[config.mk]
export PLATFORM = sky130hd
export DESIGN_NAME = rpn_stack_ctrl_flat
export DESIGN_NICKNAME = d
export VERILOG_FILES = /design/src/rtl/rpn_stack_ctrl_if.sv /design/src/rtl/rpn_stack_ctrl.sv /design/src/flat_wrapper.sv
export SDC_FILE = /design/constraint.sdc
export NUM_CORES = 1
export LEC_CHECK = 0
export ABC_AREA = 1
export BUFFER_PORTS_ARGS = -buffer_cell sky130_fd_sc_hd__buf_2
export CORE_MARGIN = 10
export CORE_UTILIZATION = 54
export CTS_CLUSTER_SIZE = 40
export DETAILED_ROUTE_END_ITERATION = 8
export PLACE_DENSITY = 0.77
export SKIP_CTS_REPAIR_TIMING = 1
export SLEW_MARGIN = 20
export SYNTH_ARGS = -nofsm -noshare
export SYNTH_HDL_FRONTEND = slang
export SYNTH_SLANG_ARGS = --single-unit
export TNS_END_PERCENT = 50
[constraint.sdc]
create_clock -name clk -period 2.5 [get_ports clk]
set_clock_uncertainty 0.1 [all_clocks]
set_input_delay 0.5 -clock clk [delete_from_list [all_inputs] [get_ports clk]]
set_output_delay 0.5 -clock clk [all_outputs]
set_load 0.02 [all_outputs]
[src/rtl/rpn_stack_ctrl_if.sv]
// Command/operand bus between the RPN front end, the stack controller and the ALU.
// Ports: cmd_valid/cmd/push_data/alu_result driven by master; cmd_ready, alu_a/b, top, depth, done/err/err_code by slave.
interface rpn_stack_ctrl_if #(
    parameter int k   = 16,
    parameter int SPW = 3
);
    logic           cmd_valid;
    logic [1:0]     cmd;
    logic           cmd_ready;
    logic [k-1:0]   push_data;
    logic [k-1:0]   alu_a;
    logic [k-1:0]   alu_b;
    logic [k-1:0]   alu_result;
    logic [k-1:0]   top;
    logic [SPW-1:0] depth;
    logic           done;
    logic           err;
    logic [1:0]     err_code;

    modport master (
        output cmd_valid, cmd, push_data, alu_result,
        input  cmd_ready, alu_a, alu_b, top, depth, done, err, err_code
    );

    modport slave (
        input  cmd_valid, cmd, push_data, alu_result,
        output cmd_ready, alu_a, alu_b, top, depth, done, err, err_code
    );
endinterface

[src/rtl/rpn_stack_ctrl.sv]
// Operand-stack controller: push/pop/clear/binary-op sequencing over DEPTH k-bit entries.
// Ports: clk, reset (sync, active-high), bus (slave side of rpn_stack_ctrl_if).
module rpn_stack_ctrl #(
    parameter int k     = 16,
    parameter int DEPTH = 4,
    parameter int SPW   = 3
) (
    input  logic             clk,
    input  logic             reset,
    rpn_stack_ctrl_if.slave  bus
);
    typedef enum logic [1:0] {IDLE, EVAL, WB, RESP} state_t;

    localparam logic [1:0] CMD_PUSH = 2'b00;
    localparam logic [1:0] CMD_POP  = 2'b01;
    localparam logic [1:0] CMD_BIN  = 2'b10;
    localparam logic [1:0] CMD_CLR  = 2'b11;

    localparam logic [SPW-1:0] FULL = SPW'(DEPTH);
    localparam logic [SPW-1:0] ONE  = SPW'(1);
    localparam logic [SPW-1:0] TWO  = SPW'(2);

    state_t           state;
    state_t           next;
    logic [k-1:0]     stack [DEPTH];
    logic [SPW-1:0]   cnt;
    logic [SPW-1:0]   cnt_next;
    logic             ready;
    logic             accept;
    logic             full;
    logic             empty;
    logic             few;
    logic [1:0]       fault;
    logic [DEPTH-1:0] we;
    logic [k-1:0]     wdata;
    logic             load_ops;
    logic [k-1:0]     opnd_a;
    logic [k-1:0]     top_val;
    logic [k-1:0]     alu_a;
    logic [k-1:0]     alu_b;
    logic             done;
    logic             err;
    logic [1:0]       err_code;

    function automatic logic [DEPTH-1:0] dec(input logic [SPW-1:0] idx);
        logic [DEPTH-1:0] sel;
        sel = '0;
        for (int i = 0; i < DEPTH; i++)
            sel[i] = (SPW'(i) == idx);
        return sel;
    endfunction

    assign accept = bus.cmd_valid && ready;
    assign full   = (cnt == FULL);
    assign empty  = (cnt == '0);
    assign few    = (cnt < TWO);

    // Fault classification of the command currently on the bus.
    always_comb begin
        fault = 2'b00;
        case (bus.cmd)
            CMD_PUSH: if (full)  fault = 2'b01;
            CMD_POP:  if (empty) fault = 2'b10;
            CMD_BIN:  if (few)   fault = 2'b10;
            default:  fault = 2'b00;
        endcase
    end

    // Read muxes; top falls to 0 on an empty stack since no i+1 matches 0.
    always_comb begin
        opnd_a  = '0;
        top_val = '0;
        for (int i = 0; i < DEPTH; i++) begin
            if (SPW'(i) == cnt - TWO)
                opnd_a = stack[i];
            if (SPW'(i + 1) == cnt)
                top_val = stack[i];
        end
    end

    always_ff @(posedge clk) begin
        if (reset)
            state <= IDLE;
        else
            state <= next;
    end

    always_comb begin
        next = state;
        case (state)
            IDLE: if (accept)
                      next = (bus.cmd == CMD_BIN && !few) ? EVAL : RESP;
            EVAL:    next = WB;
            WB:      next = RESP;
            RESP:    next = IDLE;
            default: next = IDLE;
        endcase
    end

    always_comb begin
        ready    = (state == IDLE);
        we       = '0;
        wdata    = '0;
        cnt_next = cnt;
        load_ops = 1'b0;
        case (state)
            IDLE: if (accept) begin
                case (bus.cmd)
                    CMD_PUSH: if (!full) begin
                        we       = dec(cnt);
                        wdata    = bus.push_data;
                        cnt_next = cnt + ONE;
                    end
                    CMD_POP: if (!empty)
                        cnt_next = cnt - ONE;
                    CMD_BIN:
                        load_ops = !few;
                    default: begin
                        we       = '1;
                        cnt_next = '0;
                    end
                endcase
            end
            WB: begin
                we       = dec(cnt - TWO);
                wdata    = bus.alu_result;
                cnt_next = cnt - ONE;
            end
            default: ;
        endcase
    end

    always_ff @(posedge clk) begin
        if (reset) begin
            cnt <= '0;
            for (int i = 0; i < DEPTH; i++)
                stack[i] <= '0;
        end else begin
            cnt <= cnt_next;
            for (int i = 0; i < DEPTH; i++)
                if (we[i])
                    stack[i] <= wdata;
        end
    end

    always_ff @(posedge clk) begin
        if (reset) begin
            alu_a <= '0;
            alu_b <= '0;
        end else if (load_ops) begin
            alu_a <= opnd_a;
            alu_b <= top_val;
        end
    end

    // Only a command finishing straight from IDLE can carry a fault code.
    always_ff @(posedge clk) begin
        if (reset) begin
            done     <= 1'b0;
            err      <= 1'b0;
            err_code <= 2'b00;
        end else begin
            done     <= (next == RESP);
            err      <= accept && (fault != 2'b00);
            err_code <= accept ? fault : 2'b00;
        end
    end

    assign bus.cmd_ready = ready;
    assign bus.alu_a     = alu_a;
    assign bus.alu_b     = alu_b;
    assign bus.top       = top_val;
    assign bus.depth     = cnt;
    assign bus.done      = done;
    assign bus.err       = err;
    assign bus.err_code  = err_code;
endmodule

[src/flat_wrapper.sv]
// flat-port wrapper written by rule: the top's interface ports become plain ports
module rpn_stack_ctrl_flat 
#(
    parameter int k     = 16,
    parameter int DEPTH = 4,
    parameter int SPW   = 3
)
  (clk, reset, bus_cmd_valid, bus_cmd, bus_push_data, bus_alu_result, bus_cmd_ready, bus_alu_a, bus_alu_b, bus_top, bus_depth, bus_done, bus_err, bus_err_code);
  rpn_stack_ctrl_if #(.k(k), .SPW(SPW)) bus_i ();
  input  logic clk;
  input  logic reset;
  input wire logic [$bits(bus_i.cmd_valid)-1:0] bus_cmd_valid;
  input wire logic [$bits(bus_i.cmd)-1:0] bus_cmd;
  input wire logic [$bits(bus_i.push_data)-1:0] bus_push_data;
  input wire logic [$bits(bus_i.alu_result)-1:0] bus_alu_result;
  output wire logic [$bits(bus_i.cmd_ready)-1:0] bus_cmd_ready;
  output wire logic [$bits(bus_i.alu_a)-1:0] bus_alu_a;
  output wire logic [$bits(bus_i.alu_b)-1:0] bus_alu_b;
  output wire logic [$bits(bus_i.top)-1:0] bus_top;
  output wire logic [$bits(bus_i.depth)-1:0] bus_depth;
  output wire logic [$bits(bus_i.done)-1:0] bus_done;
  output wire logic [$bits(bus_i.err)-1:0] bus_err;
  output wire logic [$bits(bus_i.err_code)-1:0] bus_err_code;
  assign bus_i.cmd_valid = bus_cmd_valid;
  assign bus_i.cmd = bus_cmd;
  assign bus_i.push_data = bus_push_data;
  assign bus_i.alu_result = bus_alu_result;
  assign bus_cmd_ready = bus_i.cmd_ready;
  assign bus_alu_a = bus_i.alu_a;
  assign bus_alu_b = bus_i.alu_b;
  assign bus_top = bus_i.top;
  assign bus_depth = bus_i.depth;
  assign bus_done = bus_i.done;
  assign bus_err = bus_i.err;
  assign bus_err_code = bus_i.err_code;
  rpn_stack_ctrl #(.k(k), .DEPTH(DEPTH), .SPW(SPW)) u_core (.clk(clk), .reset(reset), .bus(bus_i));
endmodule
==> run summary <==
The flow ran to the end, and the final reports show no timing, DRC or antenna violations. For the number of DRC violations after detailed-routing iteration 0, the log shows 565. The minimum setup slack in the final design is 0.0304 ns, and the first-pass GRT wire length is 24800 um.

The root buffer cell chosen for the clock tree is sky130_fd_sc_hd__clkbuf_8. The logs give 4915 for the via count of the first global-routing pass and 0 for the setup violation total in the final timing report. Overall power consumption after layout is estimated at 6.09 mW. In this run the biggest area consumer among cell types represents 33.9% of the synthesized area.

Global routing used 20.5% of the available tracks. After synthesis, flip-flops and latches occupy 48.4% of the total area. For this run, the slowest stage of the critical path takes 0.38 ns. Endpoint kind of the worst setup timing path: a primary output.

The tools report the number of CTS-inserted buffers as 9. The cell type with the highest occurrence count on the critical path was sky130_fd_sc_hd__nand2_1. The power density over the cells was 919 nW/um^2. Number of hold violations in the final report: 0. The post-synthesis average cell area was 7.32 um^2. The floorplan has 37 rows. For this block, the routed nets add up to 16100 um of wire. Clock-pin slew was measured on the worst setup and hold paths at 0.10 ns. The summed instance area of the synthesized netlist is 5670 um^2, and the maximum operating frequency is 405 MHz. Synthesis handed over a netlist of 774 instances. The tools report the setup TNS after final layout as 0 ns. Entering global routing, the biggest net connects 35 pins. For the number of antenna violations at the first check in global routing, the log shows 0.

Once placement finished, the instance area stood at 6270 um^2. The relative slew slack came out at 56.3%. The signal on the critical path passes through inv_2 -> ha_2 -> inv_1 -> nor2_4 -> buf_6 -> nand2_1 -> nand3_1 -> nand2_2 -> nand2_1 -> buf_4. The detail route stage leaves a number of antenna-violating nets equal to 0. Summed over all instances, the cell type with the most area after synthesis is sky130_fd_sc_hd__edfxtp_1. The tools report the number of sinks on the clock net as 105. After global routing the overflow that remains totals 0. For this run, the number of Yosys warnings is 0.

The count of placed standard cells in the final layout, fillers left out was 1001; the count of different cell masters after synthesis was 27. Critical path start-end classification: reg -> out. The area growth from synthesis to layout works out to 17.0%. The antenna diode count is 0, and the first-pass detailed-route iteration total is 5.

In this run, synthesis produced a sequential element count of 105. The routed via count was 5289; the fraction of the cycle the final worst path needs was 98.8%. The maximum net fanout on the critical path is 9, and the worst-case hold slack is 0.322 ns.

The layout cell share with drive strength beyond 1 works out to 18.5%. For this run, the share of the core covered by cells in the final layout is 64.5%. The run gives 6630 um^2 as the final standard cell area without fillers. Launching element type of the critical path: a flop.

The die covers 15000 um^2. In this run the vertical extent of the chip is 122 um. After legalization and detailed placement, the total HPWL measured 11800 um. 93 I/O pins were placed. The worst slack after detailed placement was 0.182 ns; the mean routed wirelength per cell was 16.1 um. The final count of pins violating max slew is 0, and the count of buffers inserted at the top-level ports is 92. The congestion estimate from routability-driven global placement came to 0.947. The tools report the peak supply drop as 0.498 mV. After the last flow step, the layout net total stands at 910.

After filler insertion, the fill cell instance count of the layout stands at 907. In this run the horizontal extent of the chip is 122 um. The most common cell after layout, fill and taps aside is sky130_fd_sc_hd__nand2_1.

Leaving out fill and tap cells, the most frequent cells in the layout are sky130_fd_sc_hd__nand2_1 (226), sky130_fd_sc_hd__nor2_1 (169), sky130_fd_sc_hd__buf_2 (82). The longest clock path from root to sink contains 2 buffers. The logs give 1.90 ns for the critical path required time and 0.38 ns for the clock latency at the later pin of the worst-skew pair.

For the data arrival time of the critical path, the log shows 1.87 ns. The run gives 980 as the total placed cells including tap cells. The classification of the worst-slack hold path was in -> reg. For this design the static power due to leakage is 3.20 nW.

The count of max-cap constraint violations is 0. On the critical path, the stage with the largest delay is an instance of sky130_fd_sc_hd__dfxtp_4. In the routed layout, each cell is associated on average with a via count of 5.28.

CTS built an H-tree with a depth of 3. Yosys attributes the largest share of cell area to sky130_fd_sc_hd__edfxtp_1 (34%), sky130_fd_sc_hd__nand2_1 (15%), sky130_fd_sc_hd__dfxtp_1 (14%). In the routed design, unresolved DRC markers number 0.

The post-synthesis net count is 824. The final critical delay including setup and external delays was 2.47 ns. TritonCTS built the clock tree. The pin slew with the least headroom to its limit was 0.654 ns. The starting density of the core was 55.1%. In this run the standard cell core region covers 10300 um^2.
metal layers:
metal / part of all wire, % / track usage [%] / vias to the layer above
li1: - / - / 2607
met1: 47 / 30.8 / 2346
met2: 40 / 27.6 / 308
met3: 12 / 5.79 / 28
met4: 1.6 / 6.41 / 0
met5: 0 / 0 / -
registers in the layout, summed over array words and instances (netlist names):
signal	count
u_core.bus.done	1
u_core.stack	64
u_core.bus.err	1
u_core.state	2
u_core.bus.depth	3
u_core.bus.alu_b	16
u_core.bus.alu_a	16
u_core.bus.err_code	2
Yosys cell counts:
cell type                  instances
sky130_fd_sc_hd__nand4_1           1
sky130_fd_sc_hd__nand3_1          38
sky130_fd_sc_hd__a32oi_1          16
sky130_fd_sc_hd__nor3_4            1
sky130_fd_sc_hd__clkinv_1          1
sky130_fd_sc_hd__o21ai_0          18
sky130_fd_sc_hd__nor2_2            3
sky130_fd_sc_hd__a31oi_1           1
sky130_fd_sc_hd__inv_2             3
sky130_fd_sc_hd__o221ai_1          1
sky130_fd_sc_hd__xnor2_1           1
sky130_fd_sc_hd__a21oi_2           1
sky130_fd_sc_hd__o211ai_1          1
sky130_fd_sc_hd__ha_1             13
sky130_fd_sc_hd__nand2_2           6
sky130_fd_sc_hd__buf_2            21
sky130_fd_sc_hd__a21oi_1          35
sky130_fd_sc_hd__inv_1            83
sky130_fd_sc_hd__dfxtp_1          41
sky130_fd_sc_hd__nor2_1          169
sky130_fd_sc_hd__nand3b_1          1
sky130_fd_sc_hd__nand2_1         227
sky130_fd_sc_hd__or2_2             4
sky130_fd_sc_hd__buf_1             2
sky130_fd_sc_hd__clkbuf_1         16
sky130_fd_sc_hd__o21ai_1           6
sky130_fd_sc_hd__edfxtp_1         64
logic make-up (layout without fill, tap and decap cells):
logic type,Yosys count,in the layout,synth area share [%]
xor+xnor,1,1,0.155
flops,105,105,48.4
fa+ha+maj,13,13,2.87
buf+inv,126,217,8.81
compound gates,79,79,8.23
simple gates,450,450,31.5
layout make-up:
class / instances / area [um^2] / area share [%]
flip-flops and latches: 105 / 2750 / 41.5
multi-input cells: 543 / 2470 / 37.2
repair buffers: 114 / 698 / 10.5
inverters: 87 / 338 / 5.09
well taps: 136 / 170 / 2.57
clock buffers: 9 / 124 / 1.87
clock inverters: 7 / 82.6 / 1.25
final timing paths:
kind	slack [ns]	endpoint	cells after the start	from
worst min register to register	0.37	u_core.bus.alu_a[3]	2	u_core.bus.alu_a[3]
worst min-delay path	0.32	u_core.bus.depth[2]	2	reset
worst max register to register	0.23	u_core.stack[1][13]	7	u_core.state[0]
worst max-delay path	0.03	bus_top[6]	10	u_core.bus.depth[1]
critical path, delay by kind of cell, from the launching register on:
family,cells,cell delay (ns)
flip-flops,1,0.38
buffers and inverters,4,0.47
adder cells (fa/ha/maj),1,0.19
AND/OR/NAND/NOR,5,0.45
power by group:
group          switching [mW]  internal [mW]
Combinational            1.84          0.858
Clock                   0.628          0.483
Sequential              0.148           2.14
No activity file was read; power rests on OpenSTA's default activity.
